[src/rtl/branch_predictor_pkg.sv]
// rtl/branch_predictor_pkg.sv - shared encodings for the R500 branch predictor
package branch_predictor_pkg;

    // 2-bit prediction encodings; MSB set means predict taken
    typedef enum logic [1:0] {
        PRED_SNT = 2'b00,
        PRED_WNT = 2'b01,
        PRED_WT  = 2'b10,
        PRED_ST  = 2'b11
    } pred_e;

    // BRU outcome codes reported back from EX
    typedef enum logic [1:0] {
        ST_MISS_NT = 2'd0,
        ST_MISS_T  = 2'd1,
        ST_HIT_NT  = 2'd2,
        ST_HIT_T   = 2'd3
    } status_e;

    // Predictor sequencing: table sweep after reset, then normal operation
    typedef enum logic {
        S_INIT = 1'b0,
        S_RUN  = 1'b1
    } bp_state_e;

    // Actual branch direction implied by a BRU status code
    function automatic logic status_taken(input logic [1:0] status);
        return (status == ST_MISS_NT) || (status == ST_HIT_T);
    endfunction

    // Status codes that mean the fetch stream went the wrong way
    function automatic logic status_mispredict(input logic [1:0] status);
        return (status == ST_MISS_NT) || (status == ST_MISS_T);
    endfunction

endpackage

[src/rtl/bp_sat_counter.sv]
// rtl/bp_sat_counter.sv - 2-bit saturating up/down counter step
module bp_sat_counter (
    input  logic [1:0] i_cnt,
    input  logic       i_inc,
    output logic [1:0] o_cnt
);

    // Step toward strongly-taken or strongly-not-taken, holding at the ends
    always_comb begin
        o_cnt = i_cnt;
        if (i_inc) begin
            if (i_cnt != 2'b11) o_cnt = i_cnt + 2'b01;
        end else begin
            if (i_cnt != 2'b00) o_cnt = i_cnt - 2'b01;
        end
    end

endmodule

[src/rtl/branch_predictor.sv]
// rtl/branch_predictor.sv - BHT/BTB branch predictor with EX redirect control
module branch_predictor
    import branch_predictor_pkg::*;
#(
    parameter int XLEN     = 32,
    parameter int IDX_BITS = 6,
    parameter int CNT_W    = 32
) (
    input  logic            clk,
    input  logic            rst_n,
    input  logic [XLEN-1:0] IF_pc,
    output logic [1:0]      IF_branch_prediction,
    output logic            IF_predict_taken,
    output logic [XLEN-1:0] IF_predicted_target,
    input  logic            EX_Branch,
    input  logic [XLEN-1:0] EX_pc,
    input  logic [XLEN-1:0] EX_branch_target,
    input  logic [1:0]      prediction_status,
    output logic            EX_flush,
    output logic [XLEN-1:0] EX_redirect_pc,
    output logic            init_done,
    output logic [CNT_W-1:0] branch_count,
    output logic [CNT_W-1:0] mispredict_count
);

    localparam int TAG_BITS = XLEN - IDX_BITS - 2;
    localparam int DEPTH    = 1 << IDX_BITS;

    // Prediction tables, one entry per index
    logic [1:0]          r_cnt [DEPTH];
    logic [DEPTH-1:0]    r_val;
    logic [TAG_BITS-1:0] r_tag [DEPTH];
    logic [XLEN-1:0]     r_tgt [DEPTH];

    bp_state_e           r_state;
    bp_state_e           w_state_nxt;
    logic [IDX_BITS-1:0] r_ptr;
    logic                w_sweep;
    logic                w_run;

    logic [CNT_W-1:0]    r_branch_count;
    logic [CNT_W-1:0]    r_mispredict_count;

    logic [IDX_BITS-1:0] w_if_idx;
    logic [TAG_BITS-1:0] w_if_tag;
    logic [IDX_BITS-1:0] w_ex_idx;
    logic [TAG_BITS-1:0] w_ex_tag;
    logic                w_hit;
    logic [1:0]          w_lk_cnt;
    logic                w_ex_taken;
    logic                w_update;
    logic [1:0]          w_cnt_nxt;
    logic                w_unused_pc_lsbs;

    assign w_if_idx = IF_pc[IDX_BITS+1:2];
    assign w_if_tag = IF_pc[XLEN-1:IDX_BITS+2];
    assign w_ex_idx = EX_pc[IDX_BITS+1:2];
    assign w_ex_tag = EX_pc[XLEN-1:IDX_BITS+2];

    // Instructions are word aligned, so the low PC bits carry no information
    assign w_unused_pc_lsbs = ^{IF_pc[1:0], EX_pc[1:0]};

    assign w_ex_taken = status_taken(prediction_status);
    assign w_update   = w_run & EX_Branch;

    // FSM state register
    always_ff @(posedge clk or negedge rst_n) begin
        if (!rst_n) r_state <= S_INIT;
        else        r_state <= w_state_nxt;
    end

    // FSM next state: leave INIT once the last entry has been swept
    always_comb begin
        w_state_nxt = r_state;
        case (r_state)
            S_INIT:  if (&r_ptr) w_state_nxt = S_RUN;
            S_RUN:   w_state_nxt = S_RUN;
            default: w_state_nxt = S_INIT;
        endcase
    end

    // FSM outputs: sweep enable in INIT, predictor live in RUN
    always_comb begin
        w_sweep = 1'b0;
        w_run   = 1'b0;
        case (r_state)
            S_INIT:  w_sweep = 1'b1;
            S_RUN:   w_run   = 1'b1;
            default: w_sweep = 1'b1;
        endcase
    end

    assign init_done = w_run;

    // Sweep pointer walks every entry once during INIT
    always_ff @(posedge clk or negedge rst_n) begin
        if (!rst_n)       r_ptr <= '0;
        else if (w_sweep) r_ptr <= r_ptr + 1'b1;
    end

    // Counter update for the EX branch uses the stored counter, not a pipe copy
    bp_sat_counter u_sat (
        .i_cnt (r_cnt[w_ex_idx]),
        .i_inc (w_ex_taken),
        .o_cnt (w_cnt_nxt)
    );

    // Single write port: sweep in INIT, EX feedback in RUN
    always_ff @(posedge clk) begin
        if (w_sweep) begin
            r_cnt[r_ptr] <= PRED_WNT;
            r_val[r_ptr] <= 1'b0;
        end else if (w_update) begin
            r_cnt[w_ex_idx] <= w_cnt_nxt;
            if (w_ex_taken) begin
                r_val[w_ex_idx] <= 1'b1;
                r_tag[w_ex_idx] <= w_ex_tag;
                r_tgt[w_ex_idx] <= EX_branch_target;
            end
        end
    end

    assign w_lk_cnt = r_cnt[w_if_idx];
    assign w_hit    = r_val[w_if_idx] & (r_tag[w_if_idx] == w_if_tag);

    // IF lookup; a BTB miss still reports the counter's weak direction bit
    always_comb begin
        IF_branch_prediction = PRED_WNT;
        IF_predict_taken     = 1'b0;
        IF_predicted_target  = '0;
        if (w_run) begin
            IF_branch_prediction = w_hit ? w_lk_cnt : {1'b0, w_lk_cnt[0]};
            IF_predict_taken     = w_hit & w_lk_cnt[1];
            IF_predicted_target  = w_hit ? r_tgt[w_if_idx] : '0;
        end
    end

    // Mispredict redirect, valid in every state
    always_comb begin
        EX_flush       = 1'b0;
        EX_redirect_pc = '0;
        if (EX_Branch) begin
            case (prediction_status)
                ST_MISS_NT: begin
                    EX_flush       = 1'b1;
                    EX_redirect_pc = EX_branch_target;
                end
                ST_MISS_T: begin
                    EX_flush       = 1'b1;
                    EX_redirect_pc = EX_pc + XLEN'(4);
                end
                default: begin
                    EX_flush       = 1'b0;
                    EX_redirect_pc = '0;
                end
            endcase
        end
    end

    // Performance counters run in every state and wrap naturally
    always_ff @(posedge clk or negedge rst_n) begin
        if (!rst_n) begin
            r_branch_count     <= '0;
            r_mispredict_count <= '0;
        end else if (EX_Branch) begin
            r_branch_count <= r_branch_count + CNT_W'(1);
            if (status_mispredict(prediction_status))
                r_mispredict_count <= r_mispredict_count + CNT_W'(1);
        end
    end

    assign branch_count     = r_branch_count;
    assign mispredict_count = r_mispredict_count;

endmodule

[config.mk]
export PLATFORM = sky130hd
export DESIGN_NAME = branch_predictor
export DESIGN_NICKNAME = d
export VERILOG_FILES = /design/src/rtl/branch_predictor_pkg.sv /design/src/rtl/bp_sat_counter.sv /design/src/rtl/branch_predictor.sv
export SDC_FILE = /design/constraint.sdc
export NUM_CORES = 2
export LEC_CHECK = 0
export CAP_MARGIN = 20
export CORE_ASPECT_RATIO = 1.75
export CORE_UTILIZATION = 40
export CTS_CLUSTER_DIAMETER = 60
export CTS_CLUSTER_SIZE = 20
export DETAILED_ROUTE_END_ITERATION = 12
export PLACE_DENSITY = 0.6
export SYNTH_ARGS = -nofsm -noshare
export SYNTH_HDL_FRONTEND = slang
export SYNTH_SLANG_ARGS = --single-unit
[constraint.sdc]
create_clock -name clk -period 6.9 [get_ports clk]
set_input_delay 1.38 -clock clk [delete_from_list [all_inputs] [get_ports clk]]
set_output_delay 1.38 -clock clk [all_outputs]
set_load 0.01 [all_outputs]
After elaboration in Yosys (flattened, before gate mapping)
Memory sizes are Yosys's and may differ from the RTL's.
Cells that the tools add are included.
{"block": "word_totals", "word_cells": 78, "register_bits": 135, "inputBits": 101, "output_inout_bits": 133, "mem_count": 3, "ram_bits": 3712}
{"block": "classes", "eq_ne": 6, "n_reduce_logical": 11, "addsub": 6, "n_bitwise": 7, "muxes": 35, "order_cmp": 5}
{"name": "r_tgt", "words": 64, "word_bits": 32, "rd": 1, "rd_clocked_by_memory_dff": 0, "write_ports": 1, "line_no": "branch_predictor.sv:33", "source": "logic [XLEN-1:0] r_tgt [DEPTH];"}
{"name": "r_tag", "words": 64, "word_bits": 24, "rd": 1, "rd_clocked_by_memory_dff": 0, "write_ports": 1, "line_no": "branch_predictor.sv:32", "source": "logic [TAG_BITS-1:0] r_tag [DEPTH];"}
{"name": "r_cnt", "words": 64, "word_bits": 2, "rd": 2, "rd_clocked_by_memory_dff": 0, "write_ports": 1, "line_no": "branch_predictor.sv:30", "source": "logic [1:0] r_cnt [DEPTH];"}
{"op": "$mux W64", "count": 3}
{"op": "$mux W32", "count": 3}
{"op": "$add A32 B1 Y32 const B", "count": 2}
{"op": "$and A64 B64 Y64", "count": 1}
{"op": "$not A64 Y64", "count": 1}
{"op": "$or A64 B64 Y64", "count": 1}
{"op": "$pmux W32 S2", "count": 1}
{"op": "$add A32 B3 Y32 const B", "count": 1}
{"op": "$eq A24 B24 Y1", "count": 1}
{"op": "$lt A6 B7 Y1 const B", "count": 3}
{"op": "$mux W1", "count": 17}
{"op": "$demux W1 S6", "count": 2}
{"op": "$ge A6 B1 Y1 const B", "count": 2}
{"op": "$mux W2", "count": 6}
{"op": "$add A6 B1 Y6 const B", "count": 1}
{"op": "$bmux W1 S6", "count": 1}
{"op": "$mux W6", "count": 1}
{"op": "$reduce_and A6 Y1", "count": 1}
{"op": "$ne A2 B1 Y1 const B", "count": 2}
{"op": "$reduce_and A2 Y1", "count": 2}
{"op": "$reduce_or A2 Y1", "count": 2}
{"op": "$and A1 B1 Y1", "count": 3}
{"op": "$add A2 B1 Y2 const B", "count": 1}
{"op": "$eq A2 B1 Y1 const B", "count": 1}
{"op": "9 further kinds", "count": 11}

Logic depth before layout (Yosys ltp)
{"block": "depth", "depth_word": 8, "mapped_depth": 17, "depth_no_buf": 11}

By module
From an unflattened synthesis, not the netlist that was laid out.
{"block": "unflattened", "cells_unflattened": 6967, "area_unflattened_um2": 151078.6}
{"mod": "branch_predictor", "area_each_um2": 151052.4, "cells_each": 6964, "instances": 1, "seq_area_each_um2": 115165.5}
{"mod": "bp_sat_counter", "area_each_um2": 26.3, "cells_each": 3, "instances": 1, "seq_area_each_um2": 0.0}

Worst setup path before layout
OpenSTA, ideal clock, no wires.
{"block": "synth_timing", "path_type": "input-to-reg", "startpoint": "input port EX_Branch", "endpoint": "register r_val[0], enable pin", "setup_time_ps": 574, "cell_stages": 3, "arrival_time_ps": 6453, "slack_ps": -127, "cell_sequence": "clkbuf_1 -> clkinv_1 -> o21ai_0"}
{"block": "synth_via", "elab_chain_len": 3}
{"item": "start: declaration", "line_no": "branch_predictor.sv:15", "source": "input logic EX_Branch,"}
{"item": "$and A1 B1 Y1", "line_no": "branch_predictor.sv:64", "source": "assign w_update = w_run & EX_Branch;"}
{"item": "$ne A2 B1 Y1 (no source line)"}
{"item": "$reduce_and A2 Y1 (no source line)"}
{"item": "end signal: indexed assignment", "line_no": "branch_predictor.sv:112", "source": "r_val[r_ptr] <= 1'b0;"}
{"item": "end signal: indexed assignment", "line_no": "branch_predictor.sv:116", "source": "r_val[w_ex_idx] <= 1'b1;"}
{"item": "end: declaration", "line_no": "branch_predictor.sv:31", "source": "logic [DEPTH-1:0] r_val;"}
No other way between the ends.
A chain may end at the register's enable or synchronous reset.

Worst setup path in the final report
{"block": "layout_timing", "startpoint": "input port IF_pc[2]", "endpoint": "output port IF_predicted_target[14]"}
{"block": "layout_via", "elab_chain_len": 5}
{"item": "start: declaration", "line_no": "branch_predictor.sv:11", "source": "input logic [XLEN-1:0] IF_pc,"}
{"item": "$mem_v2 Z64 W24 or $bmux W1 S6 (tied branches)"}
{"item": "$eq A24 B24 Y1 or $mux W1 (tied branches)", "line_no": "branch_predictor.sv:124", "source": "assign w_hit = r_val[w_if_idx] & (r_tag[w_if_idx] == w_if_tag);"}
{"item": "$and A1 B1 Y1", "line_no": "branch_predictor.sv:124"}
{"item": "$mux W32 *", "line_no": "branch_predictor.sv:134", "source": "IF_predicted_target = w_hit ? r_tgt[w_if_idx] : '0;"}
{"item": "$mux W32 *", "line_no": "branch_predictor.sv:131", "source": "if (w_run) begin"}
{"item": "end: declaration", "line_no": "branch_predictor.sv:14", "source": "output logic [XLEN-1:0] IF_predicted_target,"}
Every way passes the cells marked *; elsewhere a longest branch is shown, timed or not. The select of a mux whose other input is x is not followed.

==> flow_metrics.py <==
metrics = {
    "routing": {
        "dr.pass1.iters": 6,
        "drc": 0,
        "dr.first_iter.drc_count": 11200,
        "avgRoutedWirePerCell_um": 39.0,
        "wirelength_um": 490000,
        "vias": 78100,
        "ant_nets": 0,
        "viasPerCell": 6.22,
    },
    "floorplan": {
        "rows": 298,
        "num_io_pins": 234,
        "start_util_pct": 40.2,
        "die_area_um2": 381000,
        "fp.dieW_um": 467,
        "die_h_um": 816,
        "core_um2": 377000,
    },
    "sta": {
        "finalCritPeriodShare_pct": 99.4,
        "max_slew_margin_pct": 28.2,
        "min_period_ps": 6860,
        "clock_skew_ps": 88.1,
        "final.setup.worst_slack_ps": 39.3,
        "drv_slew": 0,
        "setup_viol": 0,
        "finalHoldWorstSlack_ps": 480,
        "hold_viol_final": 0,
        "fmax_ghz": 0.146,
        "worst_pin_slew_ps": 1080,
    },
    "power_and_ir_drop": {
        "p_leak_uw": 0.0529,
        "powerDensity_nw_per_um2": 244,
        "peakVddDrop_mv": 0.220,
    },
    "yosys": {
        "synth_fp_nets": 7004,
        "synthCells": 6897,
        "synthTopCellsByArea": "edfxtp_1 (75%), mux4_2 (15%), dfrtp_1 (1.2%)",
        "synth_top_area_cell": "edfxtp_1",
        "seq_area_frac_synth_pct": 76.1,
        "synth_edf_count": 3776,
        "syn_area_um2": 151000,
        "synth_common_cells": "edfxtp_1 (3,776), mux4_2 (1,023), nor2_1 (241), nand2_1 (184), mux2i_1 (168)",
        "synth_warnings": 0,
        "synthArstFlopShare_pct": 1.85,
        "synth_top_area_share_pct": 74.9,
        "ys_ff_latch": 3847,
        "synth.avg_cell_area_um2": 21.9,
        "synth-main-ff-cell": "edfxtp_1",
        "yosysMostFrequentCell": "edfxtp_1",
        "ys_types": 84,
    },
    "outcome": {
        "outcome": "finished clean",
    },
    "final_layout": {
        "post-route-cell-area_um2": 170000,
        "drive_above_1_share_pct": 26.9,
        "num-nets-final": 7670,
        "syn_to_final_growth_pct": 12.6,
    },
    "clocking": {
        "cts_tree": "yes",
        "clk_path_buf_depth": 4,
        "numCtsBuffers": 219,
        "htree_levels": 4,
        "clk_latency_ps": 980,
        "ctsRootBufferMaster": "clkbuf_16",
        "cts_sinks": 3847,
        "clkTransAtPathRegs_ps": 90,
        "ctsHoldBuffers": 0,
    },
    "setup_path": {
        "worstSetupPathType": "primary input to primary output",
        "crit_required_ps": 5520,
        "reg2reg_from": "r_state$_DFF_PN0_",
        "worst_setup_path_end_kind": "primary output",
        "worstPathMaxFanout": 11,
        "startpoint": "IF_pc[2]",
        "cp-start-kind": "primary input",
        "r2r_end": "r_tag[32][0]$_DFFE_PP_",
        "worstPathArrival_ps": 5480,
        "regToRegSetupSlack_ps": 2720,
        "reg2regPathDepth": 5,
        "cp-endpoint": "IF_predicted_target[14]",
    },
    "global_route": {
        "grt_max_degree": 117,
        "grt-ovfl-total": 0,
        "antenna_found_initial": 32,
        "grt_pass1_vias": 78600,
        "grt_usage_pct": 25.4,
        "grt_pass1_wl_um": 660000,
    },
    "placement": {
        "placed_cell_area_um2": 164000,
        "port_buffers": 231,
        "dp_hpwl_um": 288000,
        "gp_congestion": 0.872,
        "dpl_worst_slack_ps": -169,
    },
    "job": {
        "drv_cap": 0,
    },
    "min_path": {
        "min_path_type": "flip-flop to flip-flop",
    },
}
## logic make-up after synthesis
| family | count (synthesis) | synth area share [%] |
|---|---|---|
| AND/OR/NAND/NOR | 729 | 2.27 |
| buffers and inverters | 397 | 1.48 |
| adder cells (fa/ha/maj) | 8 | 0.0628 |
| AO/OA/AOI/OAI | 558 | 2.45 |
| XOR/XNOR | 116 | 0.671 |
| multiplexers | 1242 | 17.0 |
| flip-flops | 3847 | 76.1 |
## power by group
part | internal (uW) | switching [uW] | leakage [uW]
sequential | 25600 | 43.8 | 0.0348
clock | 5790 | 7400 | 0.00280
combinational | 1110 | 1550 | 0.0154
total | 32500 | 8990 | 0.0529
## layout make-up
type	instances	area, um^2
Clock inverter	9	100
Timing Repair Buffer	825	8690
Tap cell	4950	6190
Fill cell	31300	206000
Inverter	17	72.6
Antenna cell	13	32.5
Clock buffer	245	5620
Sequential cell	3847	115000
Multi-Input combinational cell	2653	34600
## worst max-delay path, stage by stage
cell and delay [ps]:
buf_16 180, buf_16 180, buf_16 170, mux4_2 520
mux4_2 530, o21a_1 220, nand4_1 150, buf_12 140
xor2_4 180, buf_4 140, nand4_1 160, nor4_4 360
buf_12 220, buf_12 160, and3_1 160, clkdlybuf4s50_1 530
## per-stage QoR
stage / instances / setup TNS (ps) / total power [uW] / utilization (%)
global placement: 12300 / -3430 / 28800 / 43.6
global route: 12600 / -6.95 / 42400 / 45.2
finish: 12600 / 0 / 41500 / 45.3
floorplan: 6897 / 0 / 27500 / -
detailed placement: 12300 / -2970 / 28800 / 43.6
CTS: 12500 / 0 / 41700 / 45.2
## state kept, by name, summed over array words and instances, names as in the netlist
name / cells
branch_count: 32
mispredict_count: 32
r_cnt: 128
r_ptr: 6
r_state: 1
r_tag: 1536
r_tgt: 2048
r_val: 64
## worst min-delay path by stage
| stage | from | to | slack [ps] | cells after the start |
|---|---|---|---|---|
| finish | branch_count[31]$_DFFE_PN0P_ | branch_count[31]$_DFFE_PN0P_ | 480 | 1 |
| CTS | branch_count[31]$_DFFE_PN0P_ | branch_count[31]$_DFFE_PN0P_ | 480 | 1 |
| detailed placement | branch_count[31]$_DFFE_PN0P_ | branch_count[31]$_DFFE_PN0P_ | 470 | 1 |
| global placement | branch_count[31]$_DFFE_PN0P_ | branch_count[31]$_DFFE_PN0P_ | 460 | 1 |
| global route | branch_count[31]$_DFFE_PN0P_ | branch_count[31]$_DFFE_PN0P_ | 510 | 1 |
| floorplan | branch_count[31]$_DFFE_PN0P_ | branch_count[31]$_DFFE_PN0P_ | 500 | 1 |
## placed cells by master, fill, tap and decap left out, drive strengths merged, types with 23 or more instances in the layout
cell type,count
nor2,242
dfrtp,71
clkbuf,250
nand4,33
nand2,184
o22ai,28
xnor2,72
edfxtp,3776
mux2,25
mux2i,168
nor3,25
nor2b,32
buf,650
o21ai,143
nand3,74
a21oi,89
clkdlybuf4s50,156
and3,63
mux4,1049
a22oi,148
xor2,44
a31oi,27
inv,23
## what timing repair did
| action | in CTS | in global routing |
|---|---|---|
| cloned | 2 | 3 |
| pin swaps | 1 | 2 |
| setup endpoints to repair | 34 | 34 |
| hold endpoints to repair | 0 | 0 |
| buffers inserted | 1 | 12 |
| gates resized for setup | 21 | 21 |
## routing by layer
metal	vias to the layer above	global-route usage [%]	part of all wire, %
li1	30200	-	-
met1	42500	30.3	35
met2	4241	44.2	51
met3	1116	3.27	7.2
met4	14	14.1	6.7
met5	-	0	0.018
(Power assumes the default switching activity.)
==> RTL change (same flow settings) <==
`XLEN`: 32 -> 16.
--- a/src/rtl/branch_predictor.sv
+++ b/src/rtl/branch_predictor.sv
@@ -3,5 +3,5 @@
     import branch_predictor_pkg::*;
 #(
-    parameter int XLEN     = 32,
+    parameter int XLEN     = 16,
     parameter int IDX_BITS = 6,
     parameter int CNT_W    = 32
Interface: changed (5 resized); port bits go from 234 to 154. The function was not compared with the original's and may differ.
==> RTL change against the original RTL <==
- power down 53%
- critical endpoint is now IF_predicted_target[2]
- first-iteration DRC count down 64%
- combinational power down 49%
- design area down 52%
- sequential cell count down 2048
- wire length down 58%
- die area down 52%
- via count down 53%
- sequential power down 53%
- area after synthesis down 52%
- largest power group unchanged
- count of clock-buffer cells in the layout down 124
- setup slack better by 230 ps
==> RTL change: results (changes against the original RTL) <==
status finished, final reports clean; CTS H-tree lvls 3 (-1); Detailed Routing Iterations Pass 1 6 (unchanged); CP peak stage delay 830 ps (+300 ps); Slew HR 25.2% (-3.0 points); CTS Buf Count 102 (-53%); EDFF count, synth 1,728 (-54%); share of layout cells above drive strength 1 25.0% (-1.9 points); Max Clock Skew 29.1 ps (-59.0 ps); slowest stage cell on the critical path a2111oi_0; Port Buf Inserts 151 (-35%); postcts setup bufs 0 (-1); aggregate global-route resource usage 22.6% (-2.8 points); initial antenna violation count 10 (-69%); post-synth cell types 70 (-17%); GP Congestion 0.861 (-1.2%); Reg2Reg Setup Slack 3050 ps (+330 ps); routed len/inst 32.9 um (-16%); Area after DPL 78,200 um^2 (-52%); maximum vdd drop 0.167 mV (-24%); worst skew pair latency 730 ps (-250 ps); vias in the first global route 37,800 (-52%); sequential area share after synthesis 74.1% (-2.0 points); routed vias 37,000 (-53%); post_cts resized 0 (-100%); Post-synth ARST share 3.95% (+2.1 points); Max clock buf depth 3 (-1); largest net degree at the start of global routing 68 (-42%); worst-path fanout max 23 (+12); largest cells by area after synthesis edfxtp_1, mux4_2, dfrtp_1, nor2_1, o21ai_0; most frequent cells after synthesis edfxtp_1, mux4_2, nor2_1; Top delay family on crit path buffers and inverters; 1st-iter DRT viols 4,024 (-64%); Fillers 15,400 (-51%); DPL Wire Length 131 mm (-54%); Worst Path Arrival 5250 ps (-230 ps); Largest regs r_tgt (1024), r_tag (512), r_cnt (128); Syn Nets 3,605 (-49%); Pleak 0.0248 uW (-53%); final net count 3,883 (-49%); first-pass GRT wire length 288 mm (-56%)
[RTL change: area by class of cell]
class / count / area (um^2) / share of cell area [%]
clock inverters: 11 / 144 / 0.178
flip-flops and latches: 1799 / 53700 / 66.2
well taps: 2392 / 2990 / 3.69
clock buffers: 121 / 2660 / 3.28
repair buffers: 381 / 3420 / 4.22
multi-input cells: 1529 / 18100 / 22.3
diodes: 7 / 17.5 / 0.0216
inverters: 11 / 41.3 / 0.0510
[RTL change: worst register-to-register path, delay by kind of cell (launching register included)]
family / cells / cell delay [ps]
flops: 1 / 790
simple gates: 4 / 2140
buf+inv: 2 / 600
[RTL change: per-layer routing]
layer	vias up	track usage (%)	wire length, um
li1	15200	-	-
met1	20000	27.0	73900
met2	1423	40.4	109000
met3	318	2.93	12600
met4	4	10.2	10700
met5	-	0	23
[RTL change: worst paths after layout]
check                                           from                      to  cells past startpoint
worst max-delay path                        IF_pc[3]  IF_predicted_target[2]                     13
worst min-delay path            mispredict_count[31]    mispredict_count[31]                      1
worst max register to register               r_state           r_tgt[33][10]                      6
worst min register to register  mispredict_count[31]    mispredict_count[31]                      1
max in group asynchronous                      rst_n    mispredict_count[25]                      2
min in group asynchronous                      rst_n         branch_count[3]                      1
[RTL change: cells by family (layout without fill, tap and decap cells)]
kind of cell	Yosys count	count (layout)	share of synthesized area, %
flops	1799	1799	74.1
mux	544	544	16.2
simple gates	498	498	3.31
compound gates	394	394	3.52
buf+inv	218	524	1.63
xor+xnor	85	85	1.05
fa+ha+maj	8	8	0.131
other cells	0	7	0
[RTL change: where the power goes]
part | switching (uW) | leakage, uW | internal, uW
clock network | 3440 | 0.00137 | 2780
registers | 44.9 | 0.0164 | 12000
logic | 821 | 0.00708 | 530
total | 4310 | 0.0248 | 15300
[RTL change: per-stage QoR]
stage          setup WS (ps)  hold slack (ps)  std cells  util (%)
4_1_cts                  197              480       6244      45.0
3_3_place_gp             238              459       6109      43.4
5_1_grt                  109              501       6245      45.0
2_1_floorplan           1360              504       3546         -
6_report                 268              472       6251      45.0
3_5_place_dp             184              465       6112      43.5
